===== config.mk =====
export PLATFORM = sky130hd
export DESIGN_NAME = ks_addsub_pipe
export DESIGN_NICKNAME = d
export VERILOG_FILES = /design/src/rtl/ks_addsub_pipe.sv
export SDC_FILE = /design/constraint.sdc
export NUM_CORES = 1
export LEC_CHECK = 0
export CAP_MARGIN = 20
export CELL_PAD_IN_SITES_DETAIL_PLACEMENT = 2
export CELL_PAD_IN_SITES_GLOBAL_PLACEMENT = 2
export CORE_UTILIZATION = 30
export CTS_BUF_LIST = sky130_fd_sc_hd__clkbuf_4
export CTS_CLUSTER_DIAMETER = 50
export CTS_CLUSTER_SIZE = 40
export DETAILED_ROUTE_END_ITERATION = 7
export PLACE_DENSITY = 0.65
export SLEW_MARGIN = 0
export SYNTH_ARGS = -nofsm -noshare
export SYNTH_HDL_FRONTEND = slang
export SYNTH_SLANG_ARGS = --single-unit
export TNS_END_PERCENT = 1

===== constraint.sdc =====
create_clock -name clk -period 2.3 [get_ports clk]
set_input_delay 0.345 -clock clk [delete_from_list [all_inputs] [get_ports clk]]
set_output_delay 0.345 -clock clk [all_outputs]
set_load 0.02 [all_outputs]

===== src/rtl/ks_addsub_pipe.sv =====
// 16-bit add/subtract on a radix-2 Kogge-Stone prefix network, three register stages.
// Latency: 3 clk edges from acceptance to out_valid; one beat per clock when unstalled.
// Backpressure: whole pipe advances only when the output slot is empty or consumed; in_ready = advance.
module ks_addsub_pipe (
  input  logic        clk,
  input  logic        rst_n,
  input  logic        in_valid,
  output logic        in_ready,
  input  logic [15:0] in_a,
  input  logic [15:0] in_b,
  input  logic        in_sub,
  input  logic        in_cin,
  output logic        out_valid,
  input  logic        out_ready,
  output logic [15:0] out_sum,
  output logic        out_cout,
  output logic        out_ovf
);

  typedef struct packed {
    logic [15:0] p;
    logic [15:0] g;
    logic        c0;
    logic        a_s;
    logic        b_s;
  } s1_t;

  typedef struct packed {
    logic [15:0] p_bit;
    logic [15:0] pg;
    logic [15:0] gg;
    logic        c0;
    logic        a_s;
    logic        b_s;
  } s2_t;

  typedef struct packed {
    logic [15:0] sum;
    logic        cout;
    logic        ovf;
  } s3_t;

  // One prefix level: node i combines with node i-span. Nodes below span pass through;
  // nodes in [span, 2*span) act as gray cells (their group P is never consumed later).
  function automatic logic [15:0] ks_g(input logic [15:0] g, input logic [15:0] p, input int span);
    return g | (p & (g << span));
  endfunction

  function automatic logic [15:0] ks_p(input logic [15:0] p, input int span);
    return p & ((p << span) | ~(16'hFFFF << span));
  endfunction

  logic v1, v2, v3;
  s1_t  s1_q, s1_d;
  s2_t  s2_q, s2_d;
  s3_t  s3_q, s3_d;
  logic advance;

  logic [15:0] b_eff;
  logic [15:0] l1_g, l1_p, l3_g, l3_p, l4_g;

  assign advance  = !v3 || out_ready;
  assign in_ready = advance;

  always_comb begin
    b_eff       = in_sub ? ~in_b : in_b;
    s1_d.c0     = in_sub | in_cin;
    s1_d.p      = in_a ^ b_eff;
    s1_d.g      = in_a & b_eff;
    // carry-in folded into G[0] so G[i] becomes the carry out of bit i
    s1_d.g[0]   = s1_d.g[0] | (s1_d.p[0] & s1_d.c0);
    s1_d.a_s    = in_a[15];
    s1_d.b_s    = b_eff[15];
  end

  always_comb begin
    l1_g       = ks_g(s1_q.g, s1_q.p, 1);
    l1_p       = ks_p(s1_q.p, 1);
    s2_d.gg    = ks_g(l1_g, l1_p, 2);
    s2_d.pg    = ks_p(l1_p, 2);
    s2_d.p_bit = s1_q.p;
    s2_d.c0    = s1_q.c0;
    s2_d.a_s   = s1_q.a_s;
    s2_d.b_s   = s1_q.b_s;
  end

  always_comb begin
    l3_g      = ks_g(s2_q.gg, s2_q.pg, 4);
    l3_p      = ks_p(s2_q.pg, 4);
    l4_g      = ks_g(l3_g, l3_p, 8);
    s3_d.sum  = s2_q.p_bit ^ {l4_g[14:0], s2_q.c0};
    s3_d.cout = l4_g[15];
    s3_d.ovf  = (s2_q.a_s == s2_q.b_s) && (s3_d.sum[15] != s2_q.a_s);
  end

  always_ff @(posedge clk or negedge rst_n) begin
    if (!rst_n) begin
      v1   <= 1'b0;
      v2   <= 1'b0;
      v3   <= 1'b0;
      s1_q <= '0;
      s2_q <= '0;
      s3_q <= '0;
    end else if (advance) begin
      v1 <= in_valid;
      v2 <= v1;
      v3 <= v2;
      if (in_valid) s1_q <= s1_d;
      s2_q <= s2_d;
      s3_q <= s3_d;
    end
  end

  assign out_valid = v3;
  assign out_sum   = s3_q.sum;
  assign out_cout  = s3_q.cout;
  assign out_ovf   = s3_q.ovf;

endmodule


---- Word-level counts from Yosys, hierarchy flattened ----
Cells that the tools add are included.
Widths: inputs -> output; s select.
storage, ports and cells
  bits in registers ....................... 107
  input bits .............................. 38
  output and inout port bits .............. 20
  logic and storage cells ................. 42
cells by class
  eq/ne operators ......................... 2
  mux-type cells .......................... 1
  bitwise gates (word level) .............. 18
  reductions and logical operators ........ 4
operators by type and width
  operator           number
  $and 16x16->16     8
  $or 16x16->16      4
  $xor 16x16->16     2
  $mux 16            1
  $not 16->16        1
  $or 1x1->1         2
  $reduce_and 2->1   1
  $and 1x1->1        1
  $eq 1x1->1         1
  $logic_and 1x1->1  1
  $logic_not 1->1    1
  $logic_or 1x1->1   1
  $ne 1x1->1         1

---- Logic depth before layout (Yosys ltp) ----
  word-level depth ........................ 7
  gate-level depth with buffers ........... 7
  gate-level depth less buffers ........... 5

---- Worst setup path before layout ----
OpenSTA, ideal clock, no wires.
  path kind ............................... input-to-reg
  start point ............................. input port in_sub
  end point ............................... register s1_q[25] (netlist name)
  arrival ................................. 1,613 ps
  data required time ...................... 2,172 ps
  setup slack ............................. 559 ps
  stages on the path ...................... 5
  path buffers ............................ 2
  cells stage by stage .................... clkbuf_1 -> buf_2 -> xor2_1 -> ha_1 -> mux2_1
RTL lines
  element               line  RTL
  start, declared       11    input logic in_sub,
  end signal, assigned  101   s1_q <= '0;
  end signal, assigned  108   if (in_valid) s1_q <= s1_d;
  end, declared         54    s1_t s1_q, s1_d;

---- Final worst setup path ----
  start point ............................. register v3, in the netlist out_valid
  end point ............................... output port in_ready
between the ends
  longest elaborated chain between the ends .. 2
RTL lines
  element                 line  RTL
  start, declared         53    logic v1, v2, v3;
  start signal, assigned  107   v3 <= v2;
  $logic_not 1->1         62    assign advance = !v3 || out_ready;
  $logic_or 1x1->1        62
  end, declared           8     output logic in_ready,
Every way passes these cells.

==> metrics.cfg <==
[finish]
fin_nets=547
final_cells=710
synthToLayoutAreaGrowth_pct=20.3
drive_gt1_share_pct=5.62

[grt]
grt_pass1_vias=3692
grt_pass1_wl_mm=19.7
use_met2_pct=25.7
globalRouteOverflowTotal=0
busiest_layer=met2
track_usage_pct=16.0
grtUsageMet3_pct=2.43
met1_usage_pct=21.6
grt_max_degree=80
antenna_found_initial=2

[clock_tree]
htree_num_levels=3
cts_setup_buffers=0
ctsHoldBuffers=1
root_buffer=clkbuf_4
cts_tree=done
clk_latency_ns=0.46
cts-resized-gates=0
clock_path_buffers=2
clkTransAtPathRegs_ns=0.16
cts.sink_count=103
tritoncts.num_buffers=9

[pwr]
p_int_mw=3.84
switching_share_pct=39.1
power.density_mw_per_mm2=1120
combPwrFrac_pct=37.2
seq_power_share_pct=49.4
clkPwrFrac_pct=13.4
vdd.ir_drop.worst_mv=0.286
p_leak_nw=2.63
p_sw_mw=2.47

[sta]
fin_worst_skew_ns=0.0115
fin_setup_tns_ns=0
rsz0062_at_grt=no
maxSlewHeadroom_pct=70.1
finalMaxSlewViolations=0
whs_ns=0.320
post-route-min-period_ns=2.09
fmax_mhz=478
tightest_slew_ns=0.449
fin_crit_sh_pct=90.9
setup_viol=0
finalHoldViolCount=0

[logic_synthesis]
synth_common_cells=dfrtp_1, nand2_1, mux2_1
synth_top_cell_by_area=dfrtp_1
async_reset_ff_share_pct=100
yosysWarningCount=0
yosysSeqAreaShare_pct=54.9
synth_cell_types=38
synth_area_mm2=0.00469
synth_ff_type=dfrtp_1
syn_avg_cell_area_um2=10.7
synthCells=438
synth_edf_count=0
yosys-top-cells-area=dfrtp_1, mux2_1, nand2_1
yosysMostFrequentCell=dfrtp_1
syn_nets=492
synth_top_area_share_pct=54.9
synth-seq-cells=103

[detailed_routing]
firstDrtPassIters=4
drt_iter0_markers=70
route.detailed.drc=0
routedWlPerCell_um=16.5
vias=3385
drtAntennaViolNets=0
drt-vias-per-instance=4.77
routed_wl_mm=11.7

[floorplan]
start_util_pct=30.8
core_area_mm2=0.0153
num_io_pins=58
die_h_um=127
fp-row-count=45
dieArea_mm2=0.0162
die_w_um=127

[outcome]
status=complete, no violations

[place]
hpwl_mm=8.59
io_buffers=57
dp_cells=692
gp_congestion=0.707

[critical_path]
critical_path_required_ns=1.96
worstSetupEndpointType=output port
cp_max_fo=4
crit_type=register to output port
startpoint_type=register
r2r_slack_ns=0.63
arrival_ns=1.75

[min_path]
hp-class=input pin to asynchronous set/reset pin

[run]
cap_violations=0

-- state kept, by name, indices dropped and copies added (netlist names) --
| register | cells |
|---|---|
| out_cout | 1 |
| out_ovf | 1 |
| out_sum | 16 |
| out_valid | 1 |
| s1_q | 35 |
| s2_q | 47 |
| v1 | 1 |
| v2 | 1 |
-- critical path, cell delays in order, from the launching register on --
cell	delay, ns
dfrtp_1	0.40
nor2b_4	0.14
inv_2	0.11
clkdlybuf4s50_1	0.63
-- metrics by stage --
stage / setup slack [ns] / util, % / power [mW] / cell area (um^2)
floorplan: 0.559 / - / 4.49 / 4690
global placement: 0.256 / 36.2 / 5.44 / 5530
detailed placement: 0.263 / 36.2 / 5.58 / 5530
CTS: 0.109 / 37.0 / 6.44 / 5650
global route: 0.0764 / 37.0 / 6.81 / 5650
finish: 0.208 / 37.0 / 6.30 / 5650
-- layer usage --
layer	wire (um)	share of wire, %	vias up
met1	5680	48	1721
met2	5550	47	51
met3	314	2.7	11
met5	0	0	-
met4	183	1.6	0
li1	-	-	1602
-- power by group through the flow --
stage	Combinational [mW]	Clock (mW)	Sequential [mW]
2_1_floorplan	1.35	0	3.14
3_3_place_gp	2.31	0	3.13
3_5_place_dp	2.40	0	3.18
4_1_cts	2.42	0.892	3.13
5_1_grt	2.63	0.948	3.23
6_report	2.35	0.842	3.11
-- final cells by class --
cell class	count	area (um^2)
inverters	6	22.5
clock buffers	11	82.6
flip-flops and latches	103	2580
clock inverters	5	25.0
well taps	211	264
repair buffers	66	676
fillers	1650	9610
diodes	1	2.50
multi-input cells	307	2000
-- logic make-up (layout without fill, tap and decap cells) --
family	count (synthesis)	after routing	synth area share [%]
compound gates	99	99	13.2
xor+xnor	29	29	5.41
flops	103	103	54.9
mux	34	34	8.16
other cells	0	1	0
fa+ha+maj	16	16	4.26
simple gates	129	129	11.3
buf+inv	28	88	2.69
-- final timing paths --
| check | start | to | depth (start not counted) |
|---|---|---|---|
| hold / removal | rst_n | out_sum[6]$_DFFE_PN0N_ | 2 |
| setup / recovery | out_valid$_DFFE_PN0N_ | in_ready | 3 |
| setup reg to reg | s2_q[5]$_DFFE_PN0N_ | out_ovf$_DFFE_PN0N_ | 4 |
| hold reg to reg | v2$_DFFE_PN0N_ | v2$_DFFE_PN0N_ | 2 |
| max in group asynchronous | rst_n | v1$_DFFE_PN0N_ | 3 |
| min in group clk | v2$_DFFE_PN0N_ | v2$_DFFE_PN0N_ | 2 |
-- placed cells by master (no fill, tap or decap), drive strengths merged, types with 2 or more instances in the layout --
master / instances
dfrtp: 103
nand2: 94
clkdlybuf4s50: 56
mux2: 34
a21oi: 31
a21o: 26
o21ai: 25
xor2: 19
ha: 16
nor2: 13
clkbuf: 11
xnor2: 10
buf: 9
nand3: 7
inv: 6
o21a: 4
clkinv: 4
nand4: 3
a211oi: 3
nor3: 3
o31ai: 2
or3: 2
o2111ai: 2
or4: 2
and3: 2
No activity file was read; power rests on OpenSTA's default activity.
